<file path="config.mk">
export PLATFORM = sky130hd
export DESIGN_NAME = rx_aligner
export DESIGN_NICKNAME = d
export VERILOG_FILES = /design/src/rtl/rx_aligner_pkg.sv /design/src/rtl/rx_aligner.sv
export SDC_FILE = /design/constraint.sdc
export NUM_CORES = 2
export LEC_CHECK = 0
export ABC_AREA = 0
export BUFFER_PORTS_ARGS = -buffer_cell sky130_fd_sc_hd__buf_2
export CAP_MARGIN = 20
export CELL_PAD_IN_SITES_DETAIL_PLACEMENT = 1
export CELL_PAD_IN_SITES_GLOBAL_PLACEMENT = 2
export CORE_AREA = 2 2 426 428
export CTS_CLUSTER_DIAMETER = 30
export DETAILED_ROUTE_END_ITERATION = 10
export DIE_AREA = 0 0 428 430
export PLACE_DENSITY = 0.62
export SETUP_SLACK_MARGIN = 0.3
export SLEW_MARGIN = 25
export SYNTH_ARGS = -nofsm -noshare
export SYNTH_HDL_FRONTEND = slang
export SYNTH_SLANG_ARGS = --single-unit
</file>
<file path="constraint.sdc">
create_clock -name clk -period 39.1 [get_ports clk]
set_input_delay 1.955 -clock clk [delete_from_list [all_inputs] [get_ports clk]]
set_output_delay 1.955 -clock clk [all_outputs]
set_load 0.03 [all_outputs]
</file>
<file path="src/rtl/rx_aligner_pkg.sv">
// Shared types and constants for the PCIe RX stream aligner.
package ofs_fim_pcie_rx_pkg;

  localparam int NUM_CH = 2;
  localparam int DATA_W = 256;
  localparam int USER_W = 10;
  localparam int CH0    = 0;
  localparam int CH1    = 1;

  typedef struct packed {
    logic              valid;
    logic              sop;
    logic              eop;
    logic [DATA_W-1:0] data;
    logic [USER_W-1:0] user;
  } t_rx_ch;

  typedef t_rx_ch [NUM_CH-1:0] t_rx_beat;

  typedef enum logic [1:0] {
    PASS  = 2'd0,
    SHIFT = 2'd1,
    FLUSH = 2'd2
  } t_state;

endpackage

</file>
<file path="src/rtl/rx_aligner.sv">
// Re-packs the 2-channel RX stream so every SOP sits on CH0 and no beat mixes TLPs.
module rx_aligner
  import ofs_fim_pcie_rx_pkg::*;
(
  input  logic                     clk,
  input  logic                     rst,
  input  logic                     i_rx_tvalid,
  output logic                     o_rx_tready,
  input  logic [NUM_CH-1:0]        i_rx_valid,
  input  logic [NUM_CH-1:0]        i_rx_sop,
  input  logic [NUM_CH-1:0]        i_rx_eop,
  input  logic [NUM_CH*DATA_W-1:0] i_rx_data,
  input  logic [NUM_CH*USER_W-1:0] i_rx_user,
  output logic                     o_rx_tvalid,
  input  logic                     i_rx_tready,
  output logic [NUM_CH-1:0]        o_rx_valid,
  output logic [NUM_CH-1:0]        o_rx_sop,
  output logic [NUM_CH-1:0]        o_rx_eop,
  output logic [NUM_CH*DATA_W-1:0] o_rx_data,
  output logic [NUM_CH*USER_W-1:0] o_rx_user,
  output logic                     o_err,
  output logic [1:0]               dbg_state,
  output logic                     dbg_hold_vld
);

  // Handshake: a beat moves on a clock edge where tvalid & tready are both high;
  // tvalid never waits on tready, and a presented beat stays stable until taken.

  t_state   state_q, state_d;
  t_rx_ch   hold_q, hold_d;
  logic     hold_vld_q, hold_vld_d;
  t_rx_beat out_q, out_d;
  logic     out_tvalid_q, out_tvalid_d;
  logic     err_q, err_d;
  logic     open_q, open_d;
  t_rx_beat in_beat;
  logic     out_free, acc, take, split;
  logic     open_mid, sop_err;

  // Flags of an invalid channel are masked so they can never leak to the output.
  always_comb begin
    in_beat = '0;
    for (int ch = 0; ch < NUM_CH; ch++) begin
      in_beat[ch].valid = i_rx_valid[ch];
      in_beat[ch].sop   = i_rx_sop[ch] & i_rx_valid[ch];
      in_beat[ch].eop   = i_rx_eop[ch] & i_rx_valid[ch];
      in_beat[ch].data  = i_rx_data[ch*DATA_W +: DATA_W];
      in_beat[ch].user  = i_rx_user[ch*USER_W +: USER_W];
    end
  end

  assign out_free    = ~out_tvalid_q | i_rx_tready;
  assign o_rx_tready = out_free & (state_q != FLUSH);
  assign acc         = i_rx_tvalid & o_rx_tready;
  assign take        = acc & (|i_rx_valid);
  assign split       = in_beat[CH0].eop & in_beat[CH1].sop;

  always_ff @(posedge clk or posedge rst) begin
    if (rst) begin
      state_q      <= PASS;
      hold_q       <= '0;
      hold_vld_q   <= 1'b0;
      out_q        <= '0;
      out_tvalid_q <= 1'b0;
      err_q        <= 1'b0;
      open_q       <= 1'b0;
    end else begin
      state_q      <= state_d;
      hold_q       <= hold_d;
      hold_vld_q   <= hold_vld_d;
      out_q        <= out_d;
      out_tvalid_q <= out_tvalid_d;
      err_q        <= err_d;
      open_q       <= open_d;
    end
  end

  always_comb begin
    state_d = state_q;
    unique case (state_q)
      PASS:    if (take && split) state_d = in_beat[CH1].eop ? FLUSH : SHIFT;
      SHIFT:   if (take) state_d = !in_beat[CH1].valid ? PASS :
                                   (in_beat[CH1].eop ? FLUSH : SHIFT);
      FLUSH:   if (out_free) state_d = PASS;
      default: state_d = PASS;
    endcase
  end

  always_comb begin
    out_d        = out_q;
    out_tvalid_d = out_tvalid_q;
    hold_d       = hold_q;
    hold_vld_d   = hold_vld_q;
    if (out_free) begin
      out_d        = '0;
      out_tvalid_d = 1'b0;
      unique case (state_q)
        PASS: if (take) begin
          out_tvalid_d = 1'b1;
          out_d        = in_beat;
          if (split) begin
            out_d[CH1] = '0;
            hold_d     = in_beat[CH1];
            hold_vld_d = 1'b1;
          end
        end
        SHIFT: if (take) begin
          out_tvalid_d = 1'b1;
          out_d[CH0]   = hold_q;
          out_d[CH1]   = in_beat[CH0];
          if (in_beat[CH1].valid) hold_d = in_beat[CH1];
          else                    hold_vld_d = 1'b0;
        end
        FLUSH: begin
          out_tvalid_d = 1'b1;
          out_d[CH0]   = hold_q;
          hold_vld_d   = 1'b0;
        end
        default: ;
      endcase
    end
  end

  // open tracks whether the input stream is inside a TLP, channel by channel.
  always_comb begin
    open_mid = in_beat[CH0].valid ? ~in_beat[CH0].eop : open_q;
    sop_err  = (in_beat[CH0].sop & open_q) | (in_beat[CH1].sop & open_mid);
    open_d   = open_q;
    err_d    = err_q;
    if (take) begin
      open_d = in_beat[CH1].valid ? ~in_beat[CH1].eop : open_mid;
      if ((in_beat[CH1].valid & ~in_beat[CH0].valid) | sop_err |
          ((state_q == SHIFT) & ~in_beat[CH0].valid))
        err_d = 1'b1;
    end
  end

  always_comb begin
    o_rx_valid = '0;
    o_rx_sop   = '0;
    o_rx_eop   = '0;
    o_rx_data  = '0;
    o_rx_user  = '0;
    for (int ch = 0; ch < NUM_CH; ch++) begin
      o_rx_valid[ch]                  = out_q[ch].valid;
      o_rx_sop[ch]                    = out_q[ch].sop;
      o_rx_eop[ch]                    = out_q[ch].eop;
      o_rx_data[ch*DATA_W +: DATA_W]  = out_q[ch].data;
      o_rx_user[ch*USER_W +: USER_W]  = out_q[ch].user;
    end
  end

  assign o_rx_tvalid  = out_tvalid_q;
  assign o_err        = err_q;
  assign dbg_state    = state_q;
  assign dbg_hold_vld = hold_vld_q;

  // Once malformed input has been flagged, the forwarded beats may break these.
  a_no_sop_ch1: assert property (@(posedge clk) disable iff (rst || err_q)
    !o_rx_sop[CH1]);
  a_ch1_cont: assert property (@(posedge clk) disable iff (rst || err_q)
    o_rx_valid[CH1] |-> (o_rx_valid[CH0] & ~o_rx_eop[CH0]));

endmodule

</file>
==> impl_metrics.csv <==
group,metric,value,unit
sta,rsz0062_at_grt,"no",
synth,synth-simple-area-share,0.0827,
worst_setup_path,end_kind,"flop",
synth,syn-num-nets,3389,
synth,synthTopCellsByArea,"dfrtp_1, a221o_1, mux2_1",
synth,synth-xor-area-share,0,
power_and_ir_drop,power_density,104,nW/um^2
sta,finalSetupTns,0,ns
cts,cts_max_level,4,
layout,fillers,20000,
hold_path,holdPathStages,1,
synth,synth_seq_cells,813,
synth,synth_mux_area_frac,0.0877,
layout,area_growth,46.4,%
floorplan,die_area,184000,sq um
job,cap_violations,0,
synth,ys_seq_area_frac,0.587,
cts,ctsResizeCount,0,
placed_design,post-dp-hpwl,125000,um
synth,synth_top_area_share,0.587,
hold_path,hp-class,"reg2reg",
synth,async_flop_share,1.00,
sta,final.setup_skew,0.0652,ns
synth,synth_edf_count,0,
floorplan,std_cell_rows,156,
synth,synthAdderAreaFrac,0.00145,
global_routing,grt_max_degree,161,
global_routing,grt_pass1_vias,33000,
global_routing,track_usage,0.191,
detailed_routing,wl,181000,um
sta,slew_headroom,0.165,
cts,postCtsSetupBuffers,0,
sta,setup_ws,34.15,ns
worst_setup_path,path_max_fanout,71,
detailed_routing,drc,0,
cts,clkTransAtPathRegs,0.04,ns
power_and_ir_drop,peakVddDrop,0.0576,mV
sta,fmax,0.202,GHz
worst_setup_path,worst_ep_required_time,39.78,ns
detailed_routing,vias,31300,
cts,clk_latency,0.89,ns
cts,cts_made_buffers,237,
worst_setup_path,critical_path_class,"reg2reg",
synth,synth_ff_type,"dfrtp_1",
detailed_routing,drt_first_iter_violations,2012,
floorplan,start_util,0.193,
detailed_routing,drtPass1Iterations,5,
cts,cts_tree,"yes",
layout,stdcell_count,6532,
synth,syn-cell-area,34600,sq um
layout,layout.nets,4463,
power_and_ir_drop,power,0.00526,W
sta,final-hold-violation-count,0,
synth,synth_largest_area_cell,"dfrtp_1",
sta,slew_violations,0,
cts,cts_hold_buf,0,
sta,setup_viol,0,
sta,layout_min_cycle_time,4.95,ns
floorplan,ios,1086,
synth,synth_compound_area_frac,0.199,
synth,synth_top_family_by_area,"compound AO/OA/AOI/OAI gates",
placed_design,place_area,42200,sq um
synth,syn_avg_cell_area,12.2,sq um
worst_setup_path,worstRegToRegCells,8,
floorplan,die_h,430,um
sta,worstMarginPinSlew,1.25,ns
layout,fin_area,50700,sq um
synth,synth.distinct_cells,41,
detailed_routing,postRouteAntennaNets,0,
floorplan,die_x,428,um
placed_design,place.gp.congestion,0.877,
global_routing,grt-ovfl-total,0,
global_routing,grt_pass1_wl,256000,um
synth,synthTopCellsByCount,"dfrtp_1, a221o_1, and3_1",
layout,final_layout_size_suffix_gt1_frac,0.395,
detailed_routing,vias_per_cell,4.79,
worst_setup_path,critPathArrivalTime,5.63,ns
status,status,"finished clean",
cts,clock_sinks,813,
layout,multi_input_area,12900,sq um
placed_design,portBuffers,1085,
power_and_ir_drop,leakage,25.0,nW
detailed_routing,wire_per_inst,27.7,um
synth,synth_most_common_cell,"dfrtp_1",
global_routing,antenna_found_initial,71,
sta,fin_crit_sh,0.127,
placed_design,dp_cells,6048,
cts,clockBufferDepth,3,
cts,clock-root-buffer,"clkbuf_16",
synth,yosysWarnings,0,
layout,regArea,20300,sq um
worst_setup_path,cp-start-kind,"flop",
synth,syn_inst,2843,
placed_design,post-place-ws,33.05,ns
floorplan,core-area,180000,sq um
-- report_power, final --
group | switching, W | leakage, nW | internal [W]
Combinational | 0.00129 | 10.6 | 0.000552
Clock | 0.000605 | 4.10 | 0.00138
Sequential | 0.000234 | 10.4 | 0.00121
Total | 0.00213 | 25.0 | 0.00314
-- layer usage --
metal | GRT usage | vias to the layer above | routed length [um]
met5 | 0.000520 | - | 78
li1 | - | 13200 | -
met1 | 0.231 | 16500 | 74000
met2 | 0.303 | 1218 | 86400
met3 | 0.0604 | 343 | 12500
met4 | 0.0969 | 12 | 8000
-- worst max-delay path: stages, from the launching register on --
cell and delay, ns:
dfrtp_1 0.45, inv_1 0.15, ha_4 0.45, buf_4 0.72, o21ai_1 0.27, nand3_4 0.70, buf_4 0.73, buf_4 0.75
mux2_2 0.41
-- state kept, by name (all words and copies together), names as in the netlist, 2 cells and up --
signal / flops
o_rx_valid: 2
o_rx_user: 20
o_rx_eop: 2
o_rx_sop: 2
dbg_state: 2
hold_q: 269
o_rx_data: 512
-- worst paths after layout --
path | from | to | slack [ns]
min in group asynchronous | rst | o_rx_data[46] | 1.20
min reg2reg | o_err | o_err | 0.45
min | o_err | o_err | 0.45
max in group asynchronous | rst | o_rx_data[3] | 34.36
max | dbg_state[1] | hold_q[195] | 34.15
max reg2reg | dbg_state[1] | hold_q[195] | 34.15
-- placed cells by master (no fill, tap or decap), types with 67 or more instances in the layout --
cell       count
a21oi_1       69
a221o_1      270
a221oi_1     210
and3_1       266
buf_2       1085
clkbuf_16    238
dfrtp_1      813
mux2_1       200
mux2_2        67
nand2_1       70
nor2_1       215
o21ai_0      198
-- area by class of cell --
class | instances | area share
clock buffer | 324 | 0.134
multi-input combinational | 1718 | 0.255
inverter | 9 | 0.000815
timing repair buffer | 1138 | 0.117
tap | 2370 | 0.0585
sequential | 813 | 0.401
clock inverter | 115 | 0.0308
antenna | 45 | 0.00222
-- cells by family (layout without fill, tap and decap cells) --
family | Yosys count | in the layout
adder cells (fa/ha/maj) | 4 | 4
multiplexers | 270 | 270
buffers and inverters | 312 | 1586
AND/OR/NAND/NOR | 571 | 571
flip-flops | 813 | 813
other | 0 | 45
AO/OA/AOI/OAI | 873 | 873
-- stage by stage --
step | hold slack [ns] | util
detailed placement | 0.442 | 0.235
global route | 0.474 | 0.282
floorplan | 0.436 | -
global placement | 0.445 | 0.235
CTS | 0.455 | 0.281
finish | 0.450 | 0.282
Note: power is estimated with default switching activity, not from simulation.
